`config.mk`:
```
export PLATFORM = sky130hd
export DESIGN_NAME = mem_access_unit_flat
export DESIGN_NICKNAME = d
export VERILOG_FILES = /design/src/rtl/mem_access_unit_if.sv /design/src/rtl/mem_access_unit.sv /design/src/flat_wrapper.sv
export SDC_FILE = /design/constraint.sdc
export NUM_CORES = 1
export LEC_CHECK = 0
export CAP_MARGIN = 0
export CORE_UTILIZATION = 25
export DETAILED_ROUTE_END_ITERATION = 10
export PLACE_DENSITY_LB_ADDON = 0.25
export SLEW_MARGIN = 20
export SYNTH_ARGS = -nofsm -noshare
export SYNTH_HDL_FRONTEND = slang
export SYNTH_SLANG_ARGS = --single-unit
```
`constraint.sdc`:
```
create_clock -name i_clk -period 3.6 [get_ports i_clk]
set_input_delay 0.72 -clock i_clk [delete_from_list [all_inputs] [get_ports i_clk]]
set_output_delay 0.72 -clock i_clk [all_outputs]
set_load 0.005 [all_outputs]
```
`src/rtl/mem_access_unit_if.sv`:
```
// rtl/mem_access_unit_if.sv - request/response and data-memory bus bundle for mem_access_unit
interface mem_access_unit_if #(
  parameter int DATA_W = 16,
  parameter int ADDR_W = 16,
  parameter int MEM_AW = 6
);
  // execute-stage request
  logic              req_valid;
  logic              req_ready;
  logic              req_we;
  logic [ADDR_W-1:0] req_addr;
  logic [DATA_W-1:0] req_wdata;
  // writeback-stage response
  logic              rsp_valid;
  logic              rsp_ready;
  logic [DATA_W-1:0] rsp_rdata;
  logic              rsp_fault;
  // core stall
  logic              busy;
  // data memory port
  logic              mem_wr_en;
  logic              mem_rd_en;
  logic [MEM_AW-1:0] mem_address;
  logic [DATA_W-1:0] mem_data_in;
  logic [DATA_W-1:0] mem_data_out;

  // unit side
  modport slave (
    input  req_valid, req_we, req_addr, req_wdata, rsp_ready, mem_data_out,
    output req_ready, rsp_valid, rsp_rdata, rsp_fault, busy,
           mem_wr_en, mem_rd_en, mem_address, mem_data_in
  );

  // core / memory environment side
  modport master (
    output req_valid, req_we, req_addr, req_wdata, rsp_ready, mem_data_out,
    input  req_ready, rsp_valid, rsp_rdata, rsp_fault, busy,
           mem_wr_en, mem_rd_en, mem_address, mem_data_in
  );
endinterface

```
`src/rtl/mem_access_unit.sv`:
```
// rtl/mem_access_unit.sv - load/store sequencer for Data_Memory_main; optional MAU_BOUNDS_CHECK_EN range check
module mem_access_unit #(
  parameter int DATA_W    = 16,
  parameter int ADDR_W    = 16,
  parameter int MEM_AW    = 6,
  parameter int MEM_DEPTH = 64
) (
  input  logic                 i_clk,
  input  logic                 i_rst,
  mem_access_unit_if.slave     bus
);

  localparam logic [1:0] S_IDLE      = 2'd0;
  localparam logic [1:0] S_ISSUE     = 2'd1;
  localparam logic [1:0] S_LOAD_WAIT = 2'd2;
  localparam logic [1:0] S_RESP      = 2'd3;

`ifdef MAU_BOUNDS_CHECK_EN
  localparam logic L_BOUNDS_EN = 1'b1;
`else
  localparam logic L_BOUNDS_EN = 1'b0;
`endif

  logic [1:0]        r_state;
  logic              r_we;
  logic [MEM_AW-1:0] r_addr;
  logic [DATA_W-1:0] r_wdata;
  logic [DATA_W-1:0] r_rdata;
  logic              r_fault;

  logic w_addr_oob;
  logic w_fault;
  logic w_issue;

  // Without the range check the compare is masked off, so upper address
  // bits simply fall away and the word address wraps modulo MEM_DEPTH.
  assign w_addr_oob = (bus.req_addr >= ADDR_W'(MEM_DEPTH));
  assign w_fault    = L_BOUNDS_EN & w_addr_oob;

  // Strobes come from state but are killed while rst is high so a reset
  // landing in ISSUE can never write the memory.
  assign w_issue = (r_state == S_ISSUE) && !i_rst;

  // Transaction sequencer: capture in IDLE, strobe in ISSUE, sample read
  // data in LOAD_WAIT, hold the response in RESP until it is taken.
  always_ff @(posedge i_clk) begin
    if (i_rst) begin
      r_state <= S_IDLE;
      r_we    <= 1'b0;
      r_addr  <= '0;
      r_wdata <= '0;
      r_rdata <= '0;
      r_fault <= 1'b0;
    end else begin
      case (r_state)
        S_IDLE: begin
          if (bus.req_valid) begin
            r_we    <= bus.req_we;
            r_addr  <= bus.req_addr[MEM_AW-1:0];
            r_wdata <= bus.req_wdata;
            r_rdata <= '0;
            r_fault <= w_fault;
            r_state <= w_fault ? S_RESP : S_ISSUE;
          end
        end
        S_ISSUE: begin
          r_state <= r_we ? S_RESP : S_LOAD_WAIT;
        end
        S_LOAD_WAIT: begin
          r_rdata <= bus.mem_data_out;
          r_state <= S_RESP;
        end
        S_RESP: begin
          if (bus.rsp_ready) begin
            r_state <= S_IDLE;
          end
        end
        default: r_state <= S_IDLE;
      endcase
    end
  end

  assign bus.req_ready   = (r_state == S_IDLE);
  assign bus.busy        = (r_state != S_IDLE);
  assign bus.rsp_valid   = (r_state == S_RESP);
  assign bus.rsp_rdata   = r_rdata;
  assign bus.rsp_fault   = r_fault;
  assign bus.mem_wr_en   = w_issue & r_we;
  assign bus.mem_rd_en   = w_issue & ~r_we;
  assign bus.mem_address = r_addr;
  assign bus.mem_data_in = r_wdata;

endmodule

```
`src/flat_wrapper.sv`:
```
// flat-port wrapper written by rule: the top's interface ports become plain ports
module mem_access_unit_flat 
#(
  parameter int DATA_W    = 16,
  parameter int ADDR_W    = 16,
  parameter int MEM_AW    = 6,
  parameter int MEM_DEPTH = 64
)
  (i_clk, i_rst, bus_req_valid, bus_req_we, bus_req_addr, bus_req_wdata, bus_rsp_ready, bus_mem_data_out, bus_req_ready, bus_rsp_valid, bus_rsp_rdata, bus_rsp_fault, bus_busy, bus_mem_wr_en, bus_mem_rd_en, bus_mem_address, bus_mem_data_in);
  mem_access_unit_if #(.DATA_W(DATA_W), .ADDR_W(ADDR_W), .MEM_AW(MEM_AW)) bus_i ();
  input  logic i_clk;
  input  logic i_rst;
  input wire logic [$bits(bus_i.req_valid)-1:0] bus_req_valid;
  input wire logic [$bits(bus_i.req_we)-1:0] bus_req_we;
  input wire logic [$bits(bus_i.req_addr)-1:0] bus_req_addr;
  input wire logic [$bits(bus_i.req_wdata)-1:0] bus_req_wdata;
  input wire logic [$bits(bus_i.rsp_ready)-1:0] bus_rsp_ready;
  input wire logic [$bits(bus_i.mem_data_out)-1:0] bus_mem_data_out;
  output wire logic [$bits(bus_i.req_ready)-1:0] bus_req_ready;
  output wire logic [$bits(bus_i.rsp_valid)-1:0] bus_rsp_valid;
  output wire logic [$bits(bus_i.rsp_rdata)-1:0] bus_rsp_rdata;
  output wire logic [$bits(bus_i.rsp_fault)-1:0] bus_rsp_fault;
  output wire logic [$bits(bus_i.busy)-1:0] bus_busy;
  output wire logic [$bits(bus_i.mem_wr_en)-1:0] bus_mem_wr_en;
  output wire logic [$bits(bus_i.mem_rd_en)-1:0] bus_mem_rd_en;
  output wire logic [$bits(bus_i.mem_address)-1:0] bus_mem_address;
  output wire logic [$bits(bus_i.mem_data_in)-1:0] bus_mem_data_in;
  assign bus_i.req_valid = bus_req_valid;
  assign bus_i.req_we = bus_req_we;
  assign bus_i.req_addr = bus_req_addr;
  assign bus_i.req_wdata = bus_req_wdata;
  assign bus_i.rsp_ready = bus_rsp_ready;
  assign bus_i.mem_data_out = bus_mem_data_out;
  assign bus_req_ready = bus_i.req_ready;
  assign bus_rsp_valid = bus_i.rsp_valid;
  assign bus_rsp_rdata = bus_i.rsp_rdata;
  assign bus_rsp_fault = bus_i.rsp_fault;
  assign bus_busy = bus_i.busy;
  assign bus_mem_wr_en = bus_i.mem_wr_en;
  assign bus_mem_rd_en = bus_i.mem_rd_en;
  assign bus_mem_address = bus_i.mem_address;
  assign bus_mem_data_in = bus_i.mem_data_in;
  mem_access_unit #(.DATA_W(DATA_W), .ADDR_W(ADDR_W), .MEM_AW(MEM_AW), .MEM_DEPTH(MEM_DEPTH)) u_core (.i_clk(i_clk), .i_rst(i_rst), .bus(bus_i));
endmodule
```
==> results of run 1 <==
-- cells by family after synthesis --
group / after synthesis / synth area share
simple gates: 70 / 0.1788
compound gates: 44 / 0.1836
flops: 41 / 0.5190
buf+inv: 19 / 0.06804
fa+ha+maj: 5 / 0.03956
mux: 1 / 0.008701
other cells: 1 / 0.002371
-- critical path: cells and delay by family --
family / cells / cell delay (ns)
buffers and inverters: 2 / 1.03
AND/OR/NAND/NOR: 1 / 0.22
-- power breakdown --
group          total, uW  switching [uW]  leakage (uW)  internal (uW)
Sequential           584            45.6      0.000334            538
Clock                435             159     0.0000681            275
Combinational        602             299      0.000534            303
-- sequential cells by signal, indices dropped and copies added (netlist names) --
register and count:
u_core.bus.mem_data_in 16, u_core.r_we 1, u_core.bus.mem_address 6, u_core.bus.rsp_rdata 16, u_core.r_state 2
-- synth_stat cells --
cell and count:
nor2_1 16, inv_1 3, buf_4 5, conb_1 1, nand3_1 1, nand2b_1 2
and2_1 1, a31oi_1 1, buf_6 2, dfxtp_1 41, clkbuf_1 7, a211oi_1 1
a21oi_1 24, buf_2 2, or2_2 1, nor3b_1 1, ha_1 5, a311oi_1 1
a21o_1 1, nand2_1 47, and3b_1 1, mux2i_2 1, a32oi_1 16
-- layout make-up --
type / count / area (sq um) / share of cell area
multi-input combinational: 121 / 653.1 / 0.2540
tap: 75 / 93.84 / 0.03650
inverter: 3 / 11.26 / 0.004380
clock inverter: 3 / 65.06 / 0.02530
sequential: 41 / 820.8 / 0.3192
timing repair buffer: 86 / 858.3 / 0.3338
clock buffer: 5 / 68.82 / 0.02676
-- worst paths after layout --
path | startpoint | end | slack, ns | depth (start not counted)
setup / recovery | i_rst | bus_mem_rd_en | 0.92 | 3
hold / removal | u_core.bus.mem_data_in[6] | u_core.bus.mem_data_in[6] | 0.46 | 2
setup reg to reg | u_core.r_state[0] | u_core.bus.rsp_rdata[12] | 1.55 | 5
hold reg to reg | u_core.bus.mem_data_in[6] | u_core.bus.mem_data_in[6] | 0.46 | 2
-- per-layer routing --
metal	part of all wire	GRT usage
met4	0.018	0.06429
met2	0.44	0.1883
met5	0	0
met1	0.48	0.1675
met3	0.060	0.04222
-- per-stage QoR --
stage          cells  setup WS (ns)  power [uW]  cell area, sq um  utilization
6_report         334         0.9153        1621              2571       0.4267
5_1_grt          334         0.8886        1743              2571       0.4267
4_1_cts          334         0.9189        1653              2571       0.4267
3_5_place_dp     326         0.9262        1208              2437       0.4045
3_3_place_gp     326         0.9193        1204              2437       0.4045
2_1_floorplan    181          1.785       946.3              1582            -
==> metrics.txt, run 1 <==
dpl hpwl=2.806 mm; slew of the pin with the lowest slew margin=0.8514 ns; post-route ant nets=0; fillcell total=640; Site Rows=28; share of the synthesized area in the top cell type=0.5190; Netlist cell types=23; Final Hold Vio Count=0; largest net degree at the start of global routing=40; most frequent cells in the layout=clkdlybuf4s50_1 (85), nand2_1 (47), dfxtp_1 (41), a21oi_1 (24); number of remaining DRC errors=0; TritonCTS Sinks=slightly above 40; Mean Syn Cell Area=between 8 and 9 sq um; gpl congestion=0.6870; Power Dens Cells=630.3 nW/um^2; main area contributors after synthesis=dfxtp_1 (52%), nand2_1 (11%), a32oi_1 (8.9%); vias in the first global route=1,261; Hold Buf Count CTS=0; status=completed; # resized after CTS=0; clock root cell=clkbuf_8; IO Count=97; VDD IR max=around 0.00038 V; initial antenna violation count=0; Post-layout nets=between 300 and 400; DRT iter0 DRCs=62; worst skew pair latency=0.29 ns; CTS Buffer Depth=2; Max-slew headroom=0.4212; first-pass GRT wire length=6.292 mm; CP max-delay cell=clkdlybuf4s50_1; Tcrit/Tclk final=0.7458; Worst-path clk slew=0.08 ns; crit path DAT=1.96 ns; Pleak=0.0009366 uW; Mapped Cells=roughly 180; TritonCTS clock tree=done; clk_skew=0.006436 ns; CTS Buf Count=5; Crit Path Max Fanout=5; max-cap violation count=0; commonest non-fill, non-tap cell in the layout=clkdlybuf4s50_1; leading area contributor after synthesis=dfxtp_1; Final setup viols=0; synth-to-layout area growth=62.58%; #FFs+latches synth=41; final wirelength=between 4 and 5 mm; postcts setup bufs=0; RSZ-0062 raised after global routing=no; gr ovfl total=0; Period minus WS final=between 2 and 3 ns; worst hold path type=reg2reg; Fmax achieved=372.5 MHz; Syn Nets=239; full die area=6648 sq um; diode count=0; chip height=81.54 um; Initial Util=0.2625; setup TNS=0 ns; synthesized cell area=1582 sq um; core area=~6000 sq um; synth warn=0; CP endpoint kind=output pin; WHS=between 0.4 and 0.5 ns; drt wl/cell=12.63 um; Critical Path RT=about 2.9 ns; total track usage=0.1287; layout cells sized above 1=0.04247; H-tree Lvls=2; Setup Crit Path Kind=in2out; Slew Limit Fails=0; CP cell instances=clkdlybuf4s50_1 > nor3b_1 > clkdlybuf4s50_1; Chip Width=81.54 um; DR pass1 iterations=4; IO Port Bufs=85; Vias/cell=4.332; most used cell, CP=clkdlybuf4s50_1; via count=roughly 1,400; register area share after synthesis=0.5190; Worst setup SP type=input pin; slowest stage delay, CP=between 0.5 and 0.6 ns
Note: power is estimated with default switching activity, not from simulation.
==> run 2, diff against run 1 <==
==> constraint.sdc (replaced) <==
create_clock -name i_clk -period 2.7 [get_ports i_clk]
set_input_delay 0.54 -clock i_clk [delete_from_list [all_inputs] [get_ports i_clk]]
set_output_delay 0.54 -clock i_clk [all_outputs]
set_load 0.005 [all_outputs]
==> run 2 against run 1 <==
Compared with the run above: first-iteration DRC count up 11%; die area unchanged; sequential cell count unchanged; register-to-register slack lost 0.93 ns; wire length increased by 2.6%; core utilization increased by 0.083 points; critical path type unchanged; largest cell class unchanged; largest power group unchanged.
==> metrics.txt, run 2 (same netlist as run 1, synthesis figures left out) <==
Power Dens Cells=823.2 nW/um^2 (was 630.3 nW/um^2); RSZ-0062 raised after global routing=no (unchanged); slew of the pin with the lowest slew margin=0.9055 ns (was 0.8514 ns); most frequent cells in the layout=clkdlybuf4s50_1 (85), nand2_1 (47), dfxtp_1 (41), a21oi_1 (24) (unchanged); Initial Util=0.2625 (unchanged); Slew Limit Fails=0 (unchanged); setup TNS=0 ns (unchanged); IO Count=97 (unchanged); CTS Buffer Depth=2 (unchanged); vias in the first global route=1,420 (was 1,261); via count=1,520 (was 1,447); dpl hpwl=2.880 mm (was 2.806 mm); max-cap violation count=0 (unchanged); Critical Path RT=2.16 ns (was 2.88 ns); CP cell instances=clkdlybuf4s50_1 > nor3b_1 > clkdlybuf4s50_1 (unchanged); crit path DAT=1.77 ns (was 1.96 ns); gr ovfl total=0 (unchanged); Tcrit/Tclk final=0.8550; layout cells sized above 1=0.04962 (was 0.04247); IO Port Bufs=85 (unchanged); first-pass GRT wire length=6.782 mm (was 6.292 mm); setup slack, reg-to-reg=0.62 ns (was 1.55 ns); Vias/cell=4.510 (was 4.332); worst hold path type=reg2reg (unchanged); Site Rows=28 (unchanged); VDD IR max=0.0003041 V (was 0.0003791 V); commonest non-fill, non-tap cell in the layout=clkdlybuf4s50_1 (unchanged); TritonCTS Sinks=41 (unchanged); H-tree Lvls=2 (unchanged); Worst-path clk slew=0.08 ns (about the same); TritonCTS clock tree=done (unchanged); Setup Crit Path Kind=in2out (unchanged); post-route ant nets=0 (unchanged); Worst setup SP type=input pin (unchanged); clock root cell=clkbuf_8 (unchanged); largest net degree at the start of global routing=40 (unchanged); CP endpoint kind=output pin (unchanged); most used cell, CP=clkdlybuf4s50_1 (unchanged); CTS Buf Count=5 (unchanged); Final Hold Vio Count=0 (unchanged); Fmax achieved=433.2 MHz; Final setup viols=0 (unchanged); diode count=0 (unchanged); Post-layout nets=319 (was 316); R2R cell count=5 (unchanged); chip height=81.54 um (unchanged); Chip Width=81.54 um (unchanged); status=completed (unchanged); Hold EP=u_core.bus.mem_data_in[9] (was u_core.bus.mem_data_in[6]); worst r2r dst=u_core.bus.rsp_rdata[6] (was u_core.bus.rsp_rdata[12]); initial antenna violation count=0 (unchanged); number of remaining DRC errors=0 (unchanged); core area=6026 sq um (unchanged); gpl congestion=0.7233 (was 0.6870); full die area=6648 sq um (unchanged); final wirelength=4.331 mm (was 4.220 mm); crit path from=i_rst (unchanged); slowest stage delay, CP=0.52 ns (was 0.53 ns); DRT iter0 DRCs=69 (was 62); hold path depth=2 (unchanged); Period minus WS final=2.308 ns; worst hold start=u_core.bus.mem_data_in[9] (was u_core.bus.mem_data_in[6]); clk_skew=0.005284 ns (was 0.006436 ns); Crit Path Max Fanout=5 (unchanged); worst skew pair latency=0.29 ns (about the same); Hold Buf Count CTS=0 (unchanged); Post-Route Utilization=0.4275 (was 0.4267); CP max-delay cell=clkdlybuf4s50_1 (unchanged); synth-to-layout area growth=62.90% (was 62.58%); worst r2r src=u_core.r_state[0] (unchanged); postcts setup bufs=0 (unchanged); total track usage=0.1370 (was 0.1287); fillcell total=613 (was 640); Max-slew headroom=0.3844 (was 0.4212); # resized after CTS=0 (unchanged); Pleak=0.0009411 uW (was 0.0009366 uW); WHS=0.4562 ns (was 0.4553 ns); DR pass1 iterations=4 (unchanged); drt wl/cell=12.85 um (was 12.63 um)
-- run 2: changes by cell type in the layout (fill, tap and decap cells not counted) --
cell	previous run	this run
buf_4	1	4
bufinv_16	2	1
clkbuf_1	0	1
clkbuf_8	5	6
clkinv_2	1	0
-- run 2: per-stage QoR --
stage               power, uW  cell area (sq um)  setup slack [ns]  instances
floorplan                1262               1582             1.245        181
global placement         1630               2460            0.3779        329
detailed placement       1638               2460            0.3802        329
CTS                      2161               2576            0.3816        337
global route             2275               2576            0.3472        337
finish                   2121               2576            0.3916        337
-- run 2: worst max path at each step --
stage                                to  slack, ns  cells after the start
after floorplan           bus_mem_wr_en       1.24                      2
after global placement    bus_mem_rd_en       0.38                      3
after detailed placement  bus_mem_wr_en       0.38                      3
after CTS                 bus_mem_rd_en       0.38                      3
after global routing      bus_mem_rd_en       0.35                      3
final                     bus_mem_rd_en       0.39                      3
-- run 2: area by class of cell --
type | count | area, sq um | share of cell area
well taps | 75 | 93.84 | 0.03643
repair buffers | 89 | 880.8 | 0.3419
flip-flops and latches | 41 | 820.8 | 0.3186
clock buffers | 7 | 86.33 | 0.03351
clock inverters | 1 | 30.03 | 0.01166
inverters | 3 | 11.26 | 0.004371
multi-input cells | 121 | 653.1 | 0.2535
-- run 2: layer usage --
layer	global-route usage	wire, um	part of all wire
met1	0.1734	2046	0.47
met2	0.2158	2053	0.47
met3	0.03889	189	0.044
met4	0.05893	41	0.0095
met5	0	0	0
-- run 2: where the power goes --
group | switching [uW] | internal [uW]
logic | 408 | 426
registers | 63.1 | 718
clock network | 205 | 302
-- run 2: worst max-delay path, delay by kind of cell --
kind | cells | cell delay (ns)
simple gates | 1 | 0.21
buf+inv | 2 | 1.02
==> run 3, diff against run 2 <==
--- a/config.mk
+++ b/config.mk
@@ -7,6 +7,7 @@
 export LEC_CHECK = 0
 export CAP_MARGIN = 0
 export CORE_UTILIZATION = 25
+export CTS_CLUSTER_DIAMETER = 60
 export DETAILED_ROUTE_END_ITERATION = 10
 export PLACE_DENSITY_LB_ADDON = 0.25
 export SLEW_MARGIN = 20
==> results of run 3 <==
The final DEF is identical to that of run 2; final timing and power are the same.
